**src/rtl/adc_spi_responder.sv**
```systemverilog
// adc_spi_responder: serial responder that emulates an 8-channel 12-bit SPI ADC.
// The controller's SCLK/CS_N/DIN are synchronised into CLOCK, edge-detected,
// and a 16-bit frame {4'b0, CHn} is shifted out MSB first on SCLK falling edges.
// The channel for the next frame is taken from DIN on rising edges 3, 4 and 5.
//
// Handshake: there is no valid/ready pair. A frame is framed by ADC_CS_N low;
// FRAME_DONE / FRAME_ABORT are single-cycle strobes in the CLOCK domain that
// carry no back-pressure.
module adc_spi_responder #(
    parameter int SYNC_STAGES = 2
) (
    input  logic        CLOCK,
    input  logic        RESET,
    input  logic [11:0] CH0,
    input  logic [11:0] CH1,
    input  logic [11:0] CH2,
    input  logic [11:0] CH3,
    input  logic [11:0] CH4,
    input  logic [11:0] CH5,
    input  logic [11:0] CH6,
    input  logic [11:0] CH7,
    input  logic        ADC_SCLK,
    input  logic        ADC_CS_N,
    input  logic        ADC_DIN,
    output logic        ADC_DOUT,
    output logic [2:0]  CUR_ADDR,
    output logic        FRAME_DONE,
    output logic        FRAME_ABORT,
    output logic [1:0]  DBG_STATE
);

    typedef enum logic [1:0] {
        ST_IDLE  = 2'd0,
        ST_SHIFT = 2'd1,
        ST_DONE  = 2'd2
    } state_t;

    state_t state_q, state_d;

    logic [SYNC_STAGES-1:0] sclk_sync_q, cs_sync_q, din_sync_q;
    logic        sclk_prev_q, cs_prev_q;
    logic [15:0] shift_q, shift_d;
    logic [4:0]  cnt_q, cnt_d;
    logic [2:0]  naddr_q, naddr_d;
    logic [2:0]  cur_q, cur_d;
    logic        done_q, done_d;
    logic        abort_q, abort_d;
    logic [11:0] ch_sel;

    logic sclk_s, cs_s, din_s;
    logic sclk_rise, sclk_fall, cs_rise, cs_fall;

    // Synchronisers plus one edge-detect register; all idle high out of reset.
    always_ff @(posedge CLOCK or negedge RESET) begin
        if (!RESET) begin
            sclk_sync_q <= '1;
            cs_sync_q   <= '1;
            din_sync_q  <= '1;
            sclk_prev_q <= 1'b1;
            cs_prev_q   <= 1'b1;
        end else begin
            sclk_sync_q <= {sclk_sync_q[SYNC_STAGES-2:0], ADC_SCLK};
            cs_sync_q   <= {cs_sync_q[SYNC_STAGES-2:0], ADC_CS_N};
            din_sync_q  <= {din_sync_q[SYNC_STAGES-2:0], ADC_DIN};
            sclk_prev_q <= sclk_sync_q[SYNC_STAGES-1];
            cs_prev_q   <= cs_sync_q[SYNC_STAGES-1];
        end
    end

    // DIN is taken from the same synchroniser depth as SCLK so both stay aligned.
    assign sclk_s    = sclk_sync_q[SYNC_STAGES-1];
    assign cs_s      = cs_sync_q[SYNC_STAGES-1];
    assign din_s     = din_sync_q[SYNC_STAGES-1];
    assign sclk_rise = sclk_s & ~sclk_prev_q;
    assign sclk_fall = ~sclk_s & sclk_prev_q;
    assign cs_rise   = cs_s & ~cs_prev_q;
    assign cs_fall   = ~cs_s & cs_prev_q;

    // Channel mux selecting the sample to load at the start of a frame.
    always_comb begin
        ch_sel = CH0;
        case (cur_q)
            3'd0: ch_sel = CH0;
            3'd1: ch_sel = CH1;
            3'd2: ch_sel = CH2;
            3'd3: ch_sel = CH3;
            3'd4: ch_sel = CH4;
            3'd5: ch_sel = CH5;
            3'd6: ch_sel = CH6;
            3'd7: ch_sel = CH7;
            default: ch_sel = CH0;
        endcase
    end

    // FSM state register.
    always_ff @(posedge CLOCK or negedge RESET) begin
        if (!RESET) state_q <= ST_IDLE;
        else        state_q <= state_d;
    end

    // FSM next state; CS_N edges win over a coincident SCLK edge.
    always_comb begin
        state_d = state_q;
        case (state_q)
            ST_IDLE:  if (cs_fall) state_d = ST_SHIFT;
            ST_SHIFT: begin
                if (cs_rise)                              state_d = ST_IDLE;
                else if (sclk_rise && cnt_q == 5'd15)     state_d = ST_DONE;
            end
            ST_DONE:  if (cs_s) state_d = ST_IDLE;
            default:  state_d = ST_IDLE;
        endcase
    end

    // FSM outputs and datapath next values; shift_q is kept zero outside a
    // live frame so DOUT can come straight from a flop.
    always_comb begin
        shift_d = shift_q;
        cnt_d   = cnt_q;
        naddr_d = naddr_q;
        cur_d   = cur_q;
        done_d  = 1'b0;
        abort_d = 1'b0;
        case (state_q)
            ST_IDLE: begin
                if (cs_fall) begin
                    shift_d = {4'b0000, ch_sel};
                    cnt_d   = 5'd0;
                    naddr_d = 3'd0;
                end
            end
            ST_SHIFT: begin
                if (cs_rise) begin
                    abort_d = 1'b1;
                    shift_d = 16'd0;
                end else if (sclk_rise) begin
                    cnt_d = cnt_q + 5'd1;
                    case (cnt_q)
                        5'd2:    naddr_d[2] = din_s;
                        5'd3:    naddr_d[1] = din_s;
                        5'd4:    naddr_d[0] = din_s;
                        default: ;
                    endcase
                    if (cnt_q == 5'd15) begin
                        cur_d   = naddr_q;
                        done_d  = 1'b1;
                        shift_d = 16'd0;
                    end
                end else if (sclk_fall && cnt_q != 5'd0) begin
                    shift_d = {shift_q[14:0], 1'b0};
                end
            end
            default: ;
        endcase
    end

    // Datapath registers.
    always_ff @(posedge CLOCK or negedge RESET) begin
        if (!RESET) begin
            shift_q <= 16'd0;
            cnt_q   <= 5'd0;
            naddr_q <= 3'd0;
            cur_q   <= 3'd0;
            done_q  <= 1'b0;
            abort_q <= 1'b0;
        end else begin
            shift_q <= shift_d;
            cnt_q   <= cnt_d;
            naddr_q <= naddr_d;
            cur_q   <= cur_d;
            done_q  <= done_d;
            abort_q <= abort_d;
        end
    end

    assign ADC_DOUT    = shift_q[15];
    assign CUR_ADDR    = cur_q;
    assign FRAME_DONE  = done_q;
    assign FRAME_ABORT = abort_q;
    assign DBG_STATE   = state_q;

endmodule
```
**config.mk**
```make
export PLATFORM = sky130hd
export DESIGN_NAME = adc_spi_responder
export DESIGN_NICKNAME = d
export VERILOG_FILES = /design/src/rtl/adc_spi_responder.sv
export SDC_FILE = /design/constraint.sdc
export NUM_CORES = 1
export LEC_CHECK = 0
export ABC_AREA = 1
export BUFFER_PORTS_ARGS = -buffer_cell sky130_fd_sc_hd__buf_4
export CORE_MARGIN = 8
export CORE_UTILIZATION = 50
export CTS_CLUSTER_SIZE = 24
export DETAILED_ROUTE_END_ITERATION = 10
export PLACE_DENSITY = 0.81
export SYNTH_ARGS = -nofsm -noshare
export SYNTH_HDL_FRONTEND = slang
export SYNTH_SLANG_ARGS = --single-unit
```
**constraint.sdc**
```tcl
create_clock -name CLOCK -period 2.2 [get_ports CLOCK]
set_clock_uncertainty 0.05 [all_clocks]
set_input_delay 0.22 -clock CLOCK [delete_from_list [all_inputs] [get_ports CLOCK]]
set_output_delay 0.22 -clock CLOCK [all_outputs]
set_load 0.02 [all_outputs]
```
# After elaboration in Yosys (flattened, before gate mapping)
# Index checks and enable logic that the tools add are counted.
# W data, S select, Z words.
# op_classes
bitwise_logic,9
mul,0
muxes,29
magnitude_cmp,0
div,0
reduce_logical,13
n_addsub,1
eq_ne,23
shift,0
# ops
operator,n
$pmux W12 S8,1
$mux W16,5
$pmux W16 S2,1
$mux W5,3
$reduce_and A5 Y1,3
$eq A3 B3 Y1 const B,4
$reduce_and A4 Y1,3
$eq A5 B2 Y1 const B,2
$pmux W5 S2,1
$mux W1,9
$mux W3,3
$mux W2,4
$ne A2 B2 Y1 const B,4
$ne A4 B4 Y1 const B,2
$eq A3 B2 Y1 const B,2
$ne A2 B1 Y1 const B,3
$pmux W2 S3,1
$pmux W3 S2,1
$add A5 B1 Y5 const B,1
$eq A5 B3 Y1 const B,1
$eq A5 B4 Y1 const B,1
$not A1 Y1,5
$reduce_bool A5 Y1,1
$and A1 B1 Y1,4
other kinds (9),10
# totals
output_inout_bits,8
reg_bits,39
elab_cells,89
ram_bits,0
mem_count,0
inputBits,101
rom_bits,0
latch_bits,0

# Depth between registers and ports, before layout
# depth
word_depth,7
mapped_depth,12
mapped_depth_nobuf,11

# Least setup slack after synthesis
# Ideal clock, no wire load.
# synth_timing
kind,register -> register
startpoint,reg cnt_q[1]
endpoint,reg shift_q[10]
slack_ns,0.626
synth_period_minus_slack_ns,1.574
setup_ns,0.121
arrival_ns,1.403
n_path_buf,1
path_stages_with_launch,12
t_required_ns,2.029
cell_sequence,dfrtp_1 ha_1 nand2_1 nor2_1 ha_1 inv_1 nand3_1 nand3_2 buf_6 nand2_1 inv_1 a21oi_2
# synth_between
elab_chain_len,4
word_cells_on_any_way,6
classes_between,eq/ne (3); reduce/logical (3)
# synth_rtl
item,line,rtl
"start, declared",43,"logic [4:0] cnt_q, cnt_d;"
"start signal, assigned",168,cnt_q <= cnt_d;
$reduce_bool A5 Y1,149,end else if (sclk_fall && cnt_q != 5'd0) begin
$logic_and A1 B1 Y1,149,
$ne A4 B4 Y1 (no source line),n/a,
$reduce_and A4 Y1 (no source line) (*),n/a,
"end signal, assigned",167,shift_q <= shift_d;
"end, declared",42,"logic [15:0] shift_q, shift_d;"
# Mark *: on every way between the ends. The rest lies on a longest branch, timed or not.
# A chain may end at the register's enable or synchronous reset.

# Worst setup path in the final report
# layout_timing
startpoint,reg cnt_q[1]
endpoint,reg shift_q[4]
# Same word-level chain as after synthesis.

==> run metrics <==
post-route cell area=0.00390 mm²; Critical Path RT=2.32 ns; Setup-failing EPs final=0; WHS=0.263 ns; top post-synthesis cells by area=dfrtp_1 (26%), nand2_1 (14%), nand4_1 (10%); cts bufs inserted=5; routability cong.=0.868; worst-path cell chain=ha_1 > nand2_1 > nor2_1 > ha_1 > inv_1 > nand3_1 > nand3_4 > nor2_1 > a21oi_2; Max IR drop VDD=0.502 mV; Setup CP Type=register to register; CTS Sinks=39; H-tree depth=2; leakage=0.00209 µW; Fin. Hold Viols=0; first-pass GRT wire length=14.9 mm; min-delay src=CH4[0]; final WL=9.15 mm; area leader, netlist=dfrtp_1; Hold Crit Depth=5; post-synth cell types=27; Slowest cell on crit path=dfrtp_1; CTS tree=yes; Slew HR=0.679; max cap viols=0; fmax=531 MHz; Die W=92.6 µm; worst hold path class=primary input to register; clock latency on the worst-skew pair=0.30 ns; DRC viols=0; Mean Syn Cell Area=6.63 µm²; register area share after synthesis=0.336; Rows=28; antenna violations before repair=0; r2r worst-path depth=9; # fillers=505; Synth Instances=443; TNS Setup=0 ns; DP HPWL=7.26 mm; worst hold path endpoint=shift_q[0]$_DFFE_PN0P_; number of global-route vias before repair=3,269; reg2reg start=cnt_q[1]$_DFFE_PN0P_; CTS Root Cell=clkbuf_8; overall routing resource usage=0.212; post-synth net total=548; startpoint types=register; largest net degree at the start of global routing=40; commonest cells after routing, fill and taps aside=buf_4 (119), nand2_1 (106), inv_1 (59); post-CTS setup buffer count=0; leading cell type in the layout, fill and taps excluded=buf_4; min Tclk post-route=1.88 ns; Initial Util=0.508; Avg WL per Cell=14.8 µm; max incr delay on CP=0.41 ns; DRT antenna net count=0; clock buffer depth=2; sequential cell area=986 µm²; critical path arrival=2.01 ns; RSZ-0062 raised after global routing=no; total gr overflow=0; terminus of the critical flop-to-flop path=shift_q[4]$_DFFE_PN0P_; Die Footprint=0.00858 mm²; nets@finish=649; status=finished clean; PortBufs=108; via count=3,312; area grow syn2layout=32.8%; maximum net fanout on the critical path=31; Pwr Total=2860 µW; diode count=0; Starting DRT DRC Count=170; crit end category=register; layout cell share with drive strength beyond 1=0.292; via/cell ratio=5.35; pwr dens=734 mW/mm²; synth warn=0; clk slew on worst S/H paths=0.09 ns; First-pass DRT Iterations=4; final period utilization=0.856; Slew Limit Fails=0; DP Area=0.00377 mm²; actual slew at the worst max-slew pin=0.481 ns; multi-input combinational cell area=0.00157 mm²; number of synthesized register bits=39; post-synth top area share=0.264; Worst R2R Setup Slack=0.32 ns; total core area=0.00578 mm²; Ports=109; mapped cell area=0.00294 mm²; Die Ht=92.6 µm
## Yosys cell counts
cell,instances
nor2_1,56
nand2_2,2
nand3_1,33
ha_1,4
o21ai_1,5
a21oi_2,11
nor2_4,2
dfstp_2,8
nand4_1,49
clkbuf_2,1
o21ai_0,30
buf_8,1
o22ai_1,1
clkbuf_1,10
inv_2,4
buf_2,15
nor2_8,2
o31ai_1,2
inv_1,59
or2_0,1
a21oi_1,4
nand2_4,1
buf_6,2
nand2_1,106
dfrtp_1,31
nor2_2,2
nand3_2,1
## critical path: cells and delay by family (launching register included)
kind | cells | cell delay (ns)
AND/OR/NAND/NOR | 5 | 0.81
flip-flops | 1 | 0.41
adder cells (fa/ha/maj) | 2 | 0.37
AO/OA/AOI/OAI | 1 | 0.07
buffers and inverters | 1 | 0.05
## final cells by class
class | instances | area share
multi-input cells | 312 | 0.402
flip-flops and latches | 39 | 0.253
repair buffers | 123 | 0.239
inverters | 63 | 0.0607
well taps | 75 | 0.0241
clock buffers | 5 | 0.0177
clock inverters | 2 | 0.00353
## logic make-up (layout without fill, tap and decap cells)
family                     Yosys count  in the layout  synth area share
adders and majority gates            4              4            0.0171
DFF                                 39             39             0.336
buffers and inverters               92            193             0.133
and+or+nand+nor                    255            255             0.407
AOI/OAI and AO/OA                   53             53             0.107
## report_power, final
group,switching [µW],internal (µW),leakage [µW],total (µW)
clock network,257,217,0.0000440,474
logic,838,513,0.00157,1350
registers,110,927,0.000478,1040
## per-stage QoR
stage	std cells	setup slack (ns)	utilization
3_5_place_dp	608	0.130	0.652
4_1_cts	619	0.0895	0.673
3_3_place_gp	608	0.221	0.652
5_1_grt	619	0.145	0.674
2_1_floorplan	443	0.626	-
6_report	619	0.317	0.674
## metal layers
layer  up-vias  GRT usage  part of all wire
met5         -          0                 0
met4         0     0.0779             0.025
met3        20     0.0761             0.097
met2       151      0.343              0.48
met1      1502      0.253              0.40
li1       1639          -                 -
## timing repair
| item | CTS | global route |
|---|---|---|
| setup endpoints to repair | 0 | 16 |
| endpoints found under the hold margin | 34 | 0 |
| hold buffers | 4 | 0 |
| resized for setup | 0 | 1 |
## how the worst max path moves through the flow
stage / from / endpoint / cells past startpoint
after floorplan: cnt_q[1]$_DFFE_PN0P_ / shift_q[10]$_DFFE_PN0P_ / 11
after global placement: cnt_q[1]$_DFFE_PN0P_ / shift_q[8]$_DFFE_PN0P_ / 9
after detailed placement: cnt_q[1]$_DFFE_PN0P_ / shift_q[4]$_DFFE_PN0P_ / 9
after CTS: cnt_q[1]$_DFFE_PN0P_ / shift_q[4]$_DFFE_PN0P_ / 9
after global routing: cnt_q[1]$_DFFE_PN0P_ / shift_q[7]$_DFFE_PN0P_ / 9
final: cnt_q[1]$_DFFE_PN0P_ / shift_q[4]$_DFFE_PN0P_ / 9
## registers in the layout (all words and copies together) (netlist names), 2 cells and up
signal and count:
CUR_ADDR 3, cnt_q 5, din_sync_q 2, shift_q 16
naddr_q 3, cs_sync_q 2, DBG_STATE 2, sclk_sync_q 2
Power figures use the tool's default switching activity.
